File: config.mk
export PLATFORM = sky130hd
export DESIGN_NAME = apb_master_flat
export DESIGN_NICKNAME = d
export VERILOG_FILES = /design/src/rtl/apb_pkg.sv /design/src/rtl/apb_master_if.sv /design/src/rtl/apb_master.sv /design/src/flat_wrapper.sv
export SDC_FILE = /design/constraint.sdc
export NUM_CORES = 1
export LEC_CHECK = 0
export CAP_MARGIN = 0
export CORE_UTILIZATION = 42
export CTS_CLUSTER_SIZE = 16
export DETAILED_ROUTE_END_ITERATION = 10
export PLACE_DENSITY_LB_ADDON = 0.3
export SYNTH_ARGS = -nofsm -noshare
export SYNTH_HDL_FRONTEND = slang
export SYNTH_SLANG_ARGS = --single-unit
File: constraint.sdc
create_clock -name PCLK -period 2.5 [get_ports PCLK]
set_input_delay 0.5 -clock PCLK [delete_from_list [all_inputs] [get_ports PCLK]]
set_output_delay 0.5 -clock PCLK [all_outputs]
set_load 0.005 [all_outputs]
File: src/rtl/apb_pkg.sv
// Shared types and constants for the APB requester bridge and its bench.
package apb_pkg;

    // Timeout applied when the instantiating block does not override it.
    localparam int DEFAULT_TIMEOUT = 16;

    // Widest data bus a response record can carry.
    localparam int MAX_DATA_WIDTH = 32;

    // Transfer sequencing: one command walks IDLE -> SETUP -> ACCESS -> RESP.
    typedef enum logic [1:0] {
        IDLE   = 2'b00,
        SETUP  = 2'b01,
        ACCESS = 2'b10,
        RESP   = 2'b11
    } apb_master_state_t;

    // Everything a consumer learns about a finished transfer.
    typedef struct packed {
        logic [MAX_DATA_WIDTH-1:0] rdata;
        logic                      err;
        logic                      timeout;
    } apb_rsp_t;

endpackage

File: src/rtl/apb_master_if.sv
// Command, response and APB bus signals of the requester bridge.
// The master modport is the bridge's view; slave is the view of whatever
// sits around it (command source, response sink and APB peripheral).
interface apb_master_if #(
    parameter int ADDR_WIDTH = 32,
    parameter int DATA_WIDTH = 8
);

    // Command channel
    logic                  cmd_valid_i;
    logic                  cmd_ready_o;
    logic                  cmd_write_i;
    logic [ADDR_WIDTH-1:0] cmd_addr_i;
    logic [DATA_WIDTH-1:0] cmd_wdata_i;

    // Response channel
    logic                  rsp_valid_o;
    logic                  rsp_ready_i;
    logic [DATA_WIDTH-1:0] rsp_rdata_o;
    logic                  rsp_err_o;
    logic                  rsp_timeout_o;

    // APB bus
    logic                  PSEL_o;
    logic                  PENABLE_o;
    logic                  PWRITE_o;
    logic [ADDR_WIDTH-1:0] PADDR_o;
    logic [DATA_WIDTH-1:0] PWDATA_o;
    logic                  PREADY_i;
    logic [DATA_WIDTH-1:0] PRDATA_i;
    logic                  PSLVERR_i;

    modport master (
        input  cmd_valid_i, cmd_write_i, cmd_addr_i, cmd_wdata_i,
        output cmd_ready_o,
        output rsp_valid_o, rsp_rdata_o, rsp_err_o, rsp_timeout_o,
        input  rsp_ready_i,
        output PSEL_o, PENABLE_o, PWRITE_o, PADDR_o, PWDATA_o,
        input  PREADY_i, PRDATA_i, PSLVERR_i
    );

    modport slave (
        output cmd_valid_i, cmd_write_i, cmd_addr_i, cmd_wdata_i,
        input  cmd_ready_o,
        input  rsp_valid_o, rsp_rdata_o, rsp_err_o, rsp_timeout_o,
        output rsp_ready_i,
        input  PSEL_o, PENABLE_o, PWRITE_o, PADDR_o, PWDATA_o,
        output PREADY_i, PRDATA_i, PSLVERR_i
    );

endinterface

File: src/rtl/apb_master.sv
// APB requester bridge: turns one valid/ready command into one APB
// SETUP/ACCESS transfer and returns the outcome on a valid/ready response
// channel. Transfers never overlap; a stalled slave is abandoned after
// TIMEOUT_CYCLES consecutive not-ready ACCESS cycles.
module apb_master
    import apb_pkg::*;
#(
    parameter int ADDR_WIDTH     = 32,
    parameter int DATA_WIDTH     = 8,
    parameter int TIMEOUT_CYCLES = DEFAULT_TIMEOUT
) (
    input  logic              PCLK,
    input  logic              PPRESETn,
    apb_master_if.master      bus
);

    // Counter must be able to hold TIMEOUT_CYCLES itself.
    localparam int CNT_W = $clog2(TIMEOUT_CYCLES + 1);
    localparam logic [CNT_W-1:0] LAST_WAIT = CNT_W'(TIMEOUT_CYCLES - 1);
    localparam logic [CNT_W-1:0] CNT_LIMIT = CNT_W'(TIMEOUT_CYCLES);

    apb_master_state_t     state;
    logic [CNT_W-1:0]      wait_cnt;

    logic                  psel;
    logic                  penable;
    logic                  pwrite;
    logic [ADDR_WIDTH-1:0] paddr;
    logic [DATA_WIDTH-1:0] pwdata;

    logic                  rsp_valid;
    logic [DATA_WIDTH-1:0] rsp_rdata;
    logic                  rsp_err;
    logic                  rsp_timeout;

    // Transfer sequencer: state, APB drive, wait counter and response capture.
    // NOTE: every register here uses non-blocking assignment and is cleared by
    // the asynchronous reset, so PSEL/PENABLE drop the moment PPRESETn falls
    // and a pending response is discarded without waiting for a clock.
    always_ff @(posedge PCLK or negedge PPRESETn) begin
        if (!PPRESETn) begin
            state       <= IDLE;
            wait_cnt    <= '0;
            psel        <= 1'b0;
            penable     <= 1'b0;
            pwrite      <= 1'b0;
            paddr       <= '0;
            pwdata      <= '0;
            rsp_valid   <= 1'b0;
            rsp_rdata   <= '0;
            rsp_err     <= 1'b0;
            rsp_timeout <= 1'b0;
        end else begin
            case (state)
                IDLE: begin
                    if (bus.cmd_valid_i) begin
                        pwrite  <= bus.cmd_write_i;
                        paddr   <= bus.cmd_addr_i;
                        pwdata  <= bus.cmd_write_i ? bus.cmd_wdata_i : '0;
                        psel    <= 1'b1;
                        penable <= 1'b0;
                        state   <= SETUP;
                    end
                end

                SETUP: begin
                    penable <= 1'b1;
                    state   <= ACCESS;
                end

                ACCESS: begin
                    if (bus.PREADY_i) begin
                        // Completion beats a timeout that would fire this cycle.
                        rsp_rdata   <= pwrite ? '0 : bus.PRDATA_i;
                        rsp_err     <= bus.PSLVERR_i;
                        rsp_timeout <= 1'b0;
                        rsp_valid   <= 1'b1;
                        psel        <= 1'b0;
                        penable     <= 1'b0;
                        state       <= RESP;
                    end else if (wait_cnt == LAST_WAIT) begin
                        // This is the last tolerated not-ready cycle: abandon.
                        wait_cnt    <= CNT_LIMIT;
                        rsp_rdata   <= '0;
                        rsp_err     <= 1'b1;
                        rsp_timeout <= 1'b1;
                        rsp_valid   <= 1'b1;
                        psel        <= 1'b0;
                        penable     <= 1'b0;
                        state       <= RESP;
                    end else begin
                        wait_cnt <= wait_cnt + CNT_W'(1);
                    end
                end

                RESP: begin
                    if (bus.rsp_ready_i) begin
                        rsp_valid <= 1'b0;
                        wait_cnt  <= '0;
                        state     <= IDLE;
                    end
                end

                default: begin
                    state <= IDLE;
                end
            endcase
        end
    end

    // Commands are only taken while no transfer is in flight.
    assign bus.cmd_ready_o   = (state == IDLE);

    assign bus.rsp_valid_o   = rsp_valid;
    assign bus.rsp_rdata_o   = rsp_rdata;
    assign bus.rsp_err_o     = rsp_err;
    assign bus.rsp_timeout_o = rsp_timeout;

    assign bus.PSEL_o        = psel;
    assign bus.PENABLE_o     = penable;
    assign bus.PWRITE_o      = pwrite;
    assign bus.PADDR_o       = paddr;
    assign bus.PWDATA_o      = pwdata;

endmodule
File: src/flat_wrapper.sv
// flat-port wrapper written by rule: the top's interface ports become plain ports
module apb_master_flat import apb_pkg::*;
#(
    parameter int ADDR_WIDTH     = 32,
    parameter int DATA_WIDTH     = 8,
    parameter int TIMEOUT_CYCLES = DEFAULT_TIMEOUT
)
  (PCLK, PPRESETn, bus_cmd_valid_i, bus_cmd_write_i, bus_cmd_addr_i, bus_cmd_wdata_i, bus_cmd_ready_o, bus_rsp_valid_o, bus_rsp_rdata_o, bus_rsp_err_o, bus_rsp_timeout_o, bus_rsp_ready_i, bus_PSEL_o, bus_PENABLE_o, bus_PWRITE_o, bus_PADDR_o, bus_PWDATA_o, bus_PREADY_i, bus_PRDATA_i, bus_PSLVERR_i);
  apb_master_if #(.ADDR_WIDTH(ADDR_WIDTH), .DATA_WIDTH(DATA_WIDTH)) bus_i ();
  input  logic PCLK;
  input  logic PPRESETn;
  input wire logic [$bits(bus_i.cmd_valid_i)-1:0] bus_cmd_valid_i;
  input wire logic [$bits(bus_i.cmd_write_i)-1:0] bus_cmd_write_i;
  input wire logic [$bits(bus_i.cmd_addr_i)-1:0] bus_cmd_addr_i;
  input wire logic [$bits(bus_i.cmd_wdata_i)-1:0] bus_cmd_wdata_i;
  output wire logic [$bits(bus_i.cmd_ready_o)-1:0] bus_cmd_ready_o;
  output wire logic [$bits(bus_i.rsp_valid_o)-1:0] bus_rsp_valid_o;
  output wire logic [$bits(bus_i.rsp_rdata_o)-1:0] bus_rsp_rdata_o;
  output wire logic [$bits(bus_i.rsp_err_o)-1:0] bus_rsp_err_o;
  output wire logic [$bits(bus_i.rsp_timeout_o)-1:0] bus_rsp_timeout_o;
  input wire logic [$bits(bus_i.rsp_ready_i)-1:0] bus_rsp_ready_i;
  output wire logic [$bits(bus_i.PSEL_o)-1:0] bus_PSEL_o;
  output wire logic [$bits(bus_i.PENABLE_o)-1:0] bus_PENABLE_o;
  output wire logic [$bits(bus_i.PWRITE_o)-1:0] bus_PWRITE_o;
  output wire logic [$bits(bus_i.PADDR_o)-1:0] bus_PADDR_o;
  output wire logic [$bits(bus_i.PWDATA_o)-1:0] bus_PWDATA_o;
  input wire logic [$bits(bus_i.PREADY_i)-1:0] bus_PREADY_i;
  input wire logic [$bits(bus_i.PRDATA_i)-1:0] bus_PRDATA_i;
  input wire logic [$bits(bus_i.PSLVERR_i)-1:0] bus_PSLVERR_i;
  assign bus_i.cmd_valid_i = bus_cmd_valid_i;
  assign bus_i.cmd_write_i = bus_cmd_write_i;
  assign bus_i.cmd_addr_i = bus_cmd_addr_i;
  assign bus_i.cmd_wdata_i = bus_cmd_wdata_i;
  assign bus_cmd_ready_o = bus_i.cmd_ready_o;
  assign bus_rsp_valid_o = bus_i.rsp_valid_o;
  assign bus_rsp_rdata_o = bus_i.rsp_rdata_o;
  assign bus_rsp_err_o = bus_i.rsp_err_o;
  assign bus_rsp_timeout_o = bus_i.rsp_timeout_o;
  assign bus_i.rsp_ready_i = bus_rsp_ready_i;
  assign bus_PSEL_o = bus_i.PSEL_o;
  assign bus_PENABLE_o = bus_i.PENABLE_o;
  assign bus_PWRITE_o = bus_i.PWRITE_o;
  assign bus_PADDR_o = bus_i.PADDR_o;
  assign bus_PWDATA_o = bus_i.PWDATA_o;
  assign bus_i.PREADY_i = bus_PREADY_i;
  assign bus_i.PRDATA_i = bus_PRDATA_i;
  assign bus_i.PSLVERR_i = bus_PSLVERR_i;
  apb_master #(.ADDR_WIDTH(ADDR_WIDTH), .DATA_WIDTH(DATA_WIDTH), .TIMEOUT_CYCLES(TIMEOUT_CYCLES)) u_core (.PCLK(PCLK), .PPRESETn(PPRESETn), .bus(bus_i));
endmodule
==> flow_summary.toml <==
[synth]
synthMuxAreaShare_pct = 17.8
synth_top_family_by_area = "multiplexers"
synth_compound_area_share_pct = 7.24
synth_warnings = 0
synth_top_area_cell = "dfrtp_1"
netlist_area_um2 = 2510
synth_cell_type_count = 30
yosys-top-cells-area = "dfrtp_1 61%, mux2_2 16%, ha_1 3.5%, a22o_1 3.1%, nand2_1 2.8%"
syn_inst = 190
synth_nets = 252
synth.avg_cell_area_um2 = 13.2
synth_seq_area_share_pct = 60.9
yosys.area_share.xor_xnor_pct = 0
ys_ff_latch = 61
yosys.area_share.simple_pct = 7.78
synth_top_area_share_pct = 60.9
synth-adder-area-share_pct = 3.49

[final_layout]
num_antenna_cells = 0
regArea_um2 = 1530
multiInputGateArea_um2 = 912
fin_nets = 367
n_fill_cell = 435
final_cell_mix = "108 x clkdlybuf4s50_1, 61 x dfrtp_1, 36 x mux2_2"
syn2layout_area_growth_pct = 53.2
mostFrequentLayoutCell = "clkdlybuf4s50_1"
final_cell_area_um2 = 3840
drive_above_1_share_pct = 17.7

[flow_run]
drv_cap = 0

[floorplan]
start_util_pct = 44.4
die_h_um = 79.3
row_count = 27
ios = 110
die_area_um2 = 6280
core_area_um2 = 5640
die_x_um = 79.3

[drt]
first_iter_violations = 25
num_vias = 1869
postRouteAntennaNets = 0
wl_per_cell_um = 14.8
drcViolationCount = 0
firstDrtPassIters = 4
viasPerCell = 4.89
drt-total-wl_um = 5650

[place]
dpl_worst_slack_ns = 0.397
dp_hpwl_um = 4070
gp_congestion = 0.736
portBuffers = 109
dpl_cell_area_um2 = 3690

[pwr]
cellLeakagePower_nw = 1.68
powerDensity_nw_per_um2 = 1160
irDropWorstVdd_uv = 632

[worst_setup_path]
cp-end-kind = "output port"
arrival_ns = 1.67
worstPathRequired_ns = 2.00
worst_r2r_startpoint = "u_core.wait_cnt[0]$_DFFE_PN0P_"
crit_fanout = 5
rr_worst_depth = 6
worstSetupEndpoint = "bus_cmd_ready_o"
ff2ff_setup_slack_ns = 0.36
start_kind = "flip-flop"
regToRegEndpoint = "u_core.wait_cnt[3]$_DFFE_PN0P_"
crit_type = "flip-flop to output port"
startpoint = "u_core.state[0]$_DFFE_PN0P_"

[timing]
tightest_slew_ns = 0.626
clock.fmax_mhz = 461
fin_crit_ns = 2.17
finalClockSkew_ns = 0.00741
fin_crit_sh_pct = 86.8
drv_slew = 0
finalHoldWorstSlack_ns = 0.186
maxSlewHeadroom_pct = 58.3
rsz0062_at_grt = "false"
final.setup.tns_ns = 0
fin_ws_ns = 0.329
setup_viol = 0
final_hold_viol_count = 0

[clock_tree]
clkTransAtPathRegs_ns = 0.06
root_buffer = "clkbuf_8"
cts_tree = "done"
cts_resized = 0
hold_buffers = 0
cts_setup_buffers = 0
clk_latency_ns = 0.33
cts_sinks = 61
htree_levels = 3
cts_buffer_depth = 2
cts_buffers = 9

[min_path]
worstHoldPathType = "input pin to asynchronous set/reset pin"

[outcome]
outcome = "complete, no violations"

[global_route]
grt_max_degree = 50
antenna_found_initial = 0
grt_pass1_vias = 2003
grt_overflow = 0
grt_use_total_pct = 19.8
grt_pass1_wl_um = 9200
==> synth_stat cells (all sizes together) <==
cell,count
nor3b,1
and2,1
o21ai,12
o211ai,1
nand2b,1
mux2i,4
o22a,1
or3,1
or4b,1
ha,7
a21oi,1
nor2b,2
nand2,19
buf,6
inv,7
mux2,36
nand3,2
and3,1
o41ai,1
nor2,8
dfrtp,61
o21a,1
nor3,4
a22o,9
clkbuf,2
==> stage by stage <==
| stage | utilization (%) | total power, W | std cells |
|---|---|---|---|
| 3_3_place_gp | 65.4 | 0.00370 | 366 |
| 6_report | 68.1 | 0.00446 | 382 |
| 3_5_place_dp | 65.4 | 0.00378 | 366 |
| 5_1_grt | 68.1 | 0.00477 | 382 |
| 4_1_cts | 68.1 | 0.00452 | 382 |
| 2_1_floorplan | - | 0.00260 | 190 |
==> power by group <==
group	total, W	internal, W	switching, W
clock	0.000708	0.000358	0.000350
sequential	0.00172	0.00146	0.000261
combinational	0.00203	0.00133	0.000701
total	0.00446	0.00315	0.00131
==> final cells by class <==
cell class,count,area share (%)
Tap cell,72,2.35
Inverter,7,0.684
Clock inverter,2,0.261
Multi-Input combinational cell,114,23.7
Clock buffer,14,3.71
Timing Repair Buffer,112,29.5
Sequential cell,61,39.7
==> how the worst min path moves through the flow <==
| stage | slack [ns] | end | cells past startpoint | startpoint |
|---|---|---|---|---|
| floorplan | 0.20 | u_core.bus.PADDR_o[0]$_DFFE_PN0P_ | 0 | PPRESETn |
| global route | 0.21 | u_core.bus.rsp_rdata_o[0]$_DFFE_PN0P_ | 1 | PPRESETn |
| detailed placement | 0.47 | u_core.bus.PWDATA_o[3]$_DFFE_PN0P_ | 2 | u_core.bus.PWDATA_o[3]$_DFFE_PN0P_ |
| finish | 0.19 | u_core.bus.rsp_rdata_o[0]$_DFFE_PN0P_ | 1 | PPRESETn |
| CTS | 0.19 | u_core.bus.rsp_rdata_o[0]$_DFFE_PN0P_ | 1 | PPRESETn |
| global placement | 0.46 | u_core.bus.PWDATA_o[3]$_DFFE_PN0P_ | 2 | u_core.bus.PWDATA_o[3]$_DFFE_PN0P_ |
==> routing by layer <==
metal | wire length [µm] | track usage, % | share of wire (%) | up-vias
li1 | - | - | - | 887
met1 | 2280 | 22.1 | 40 | 896
met2 | 2760 | 32.8 | 49 | 77
met3 | 534 | 9.20 | 9.4 | 9
met4 | 78 | 7.64 | 1.4 | 0
met5 | 0 | 0 | 0 | -
==> flip-flops by register name, summed over array words and instances, names as in the netlist <==
name                      flops
u_core.bus.PWRITE_o           1
u_core.bus.rsp_rdata_o        8
u_core.state                  2
u_core.bus.PENABLE_o          1
u_core.bus.PADDR_o           32
u_core.bus.PSEL_o             1
u_core.wait_cnt               5
u_core.bus.rsp_valid_o        1
u_core.bus.rsp_timeout_o      1
u_core.bus.PWDATA_o           8
u_core.bus.rsp_err_o          1
==> critical path, cell delays in order (launching register included) <==
cell and delay [ns]:
dfrtp_1 0.41, inv_1 0.14, ha_1 0.27, clkdlybuf4s50_1 0.53
==> cells by family after synthesis <==
logic type | after synthesis
AOI/OAI and AO/OA | 26
adders and majority gates | 7
buffers and inverters | 15
DFF | 61
muxes | 40
and+or+nand+nor | 41
No activity file was read; power rests on OpenSTA's default activity.
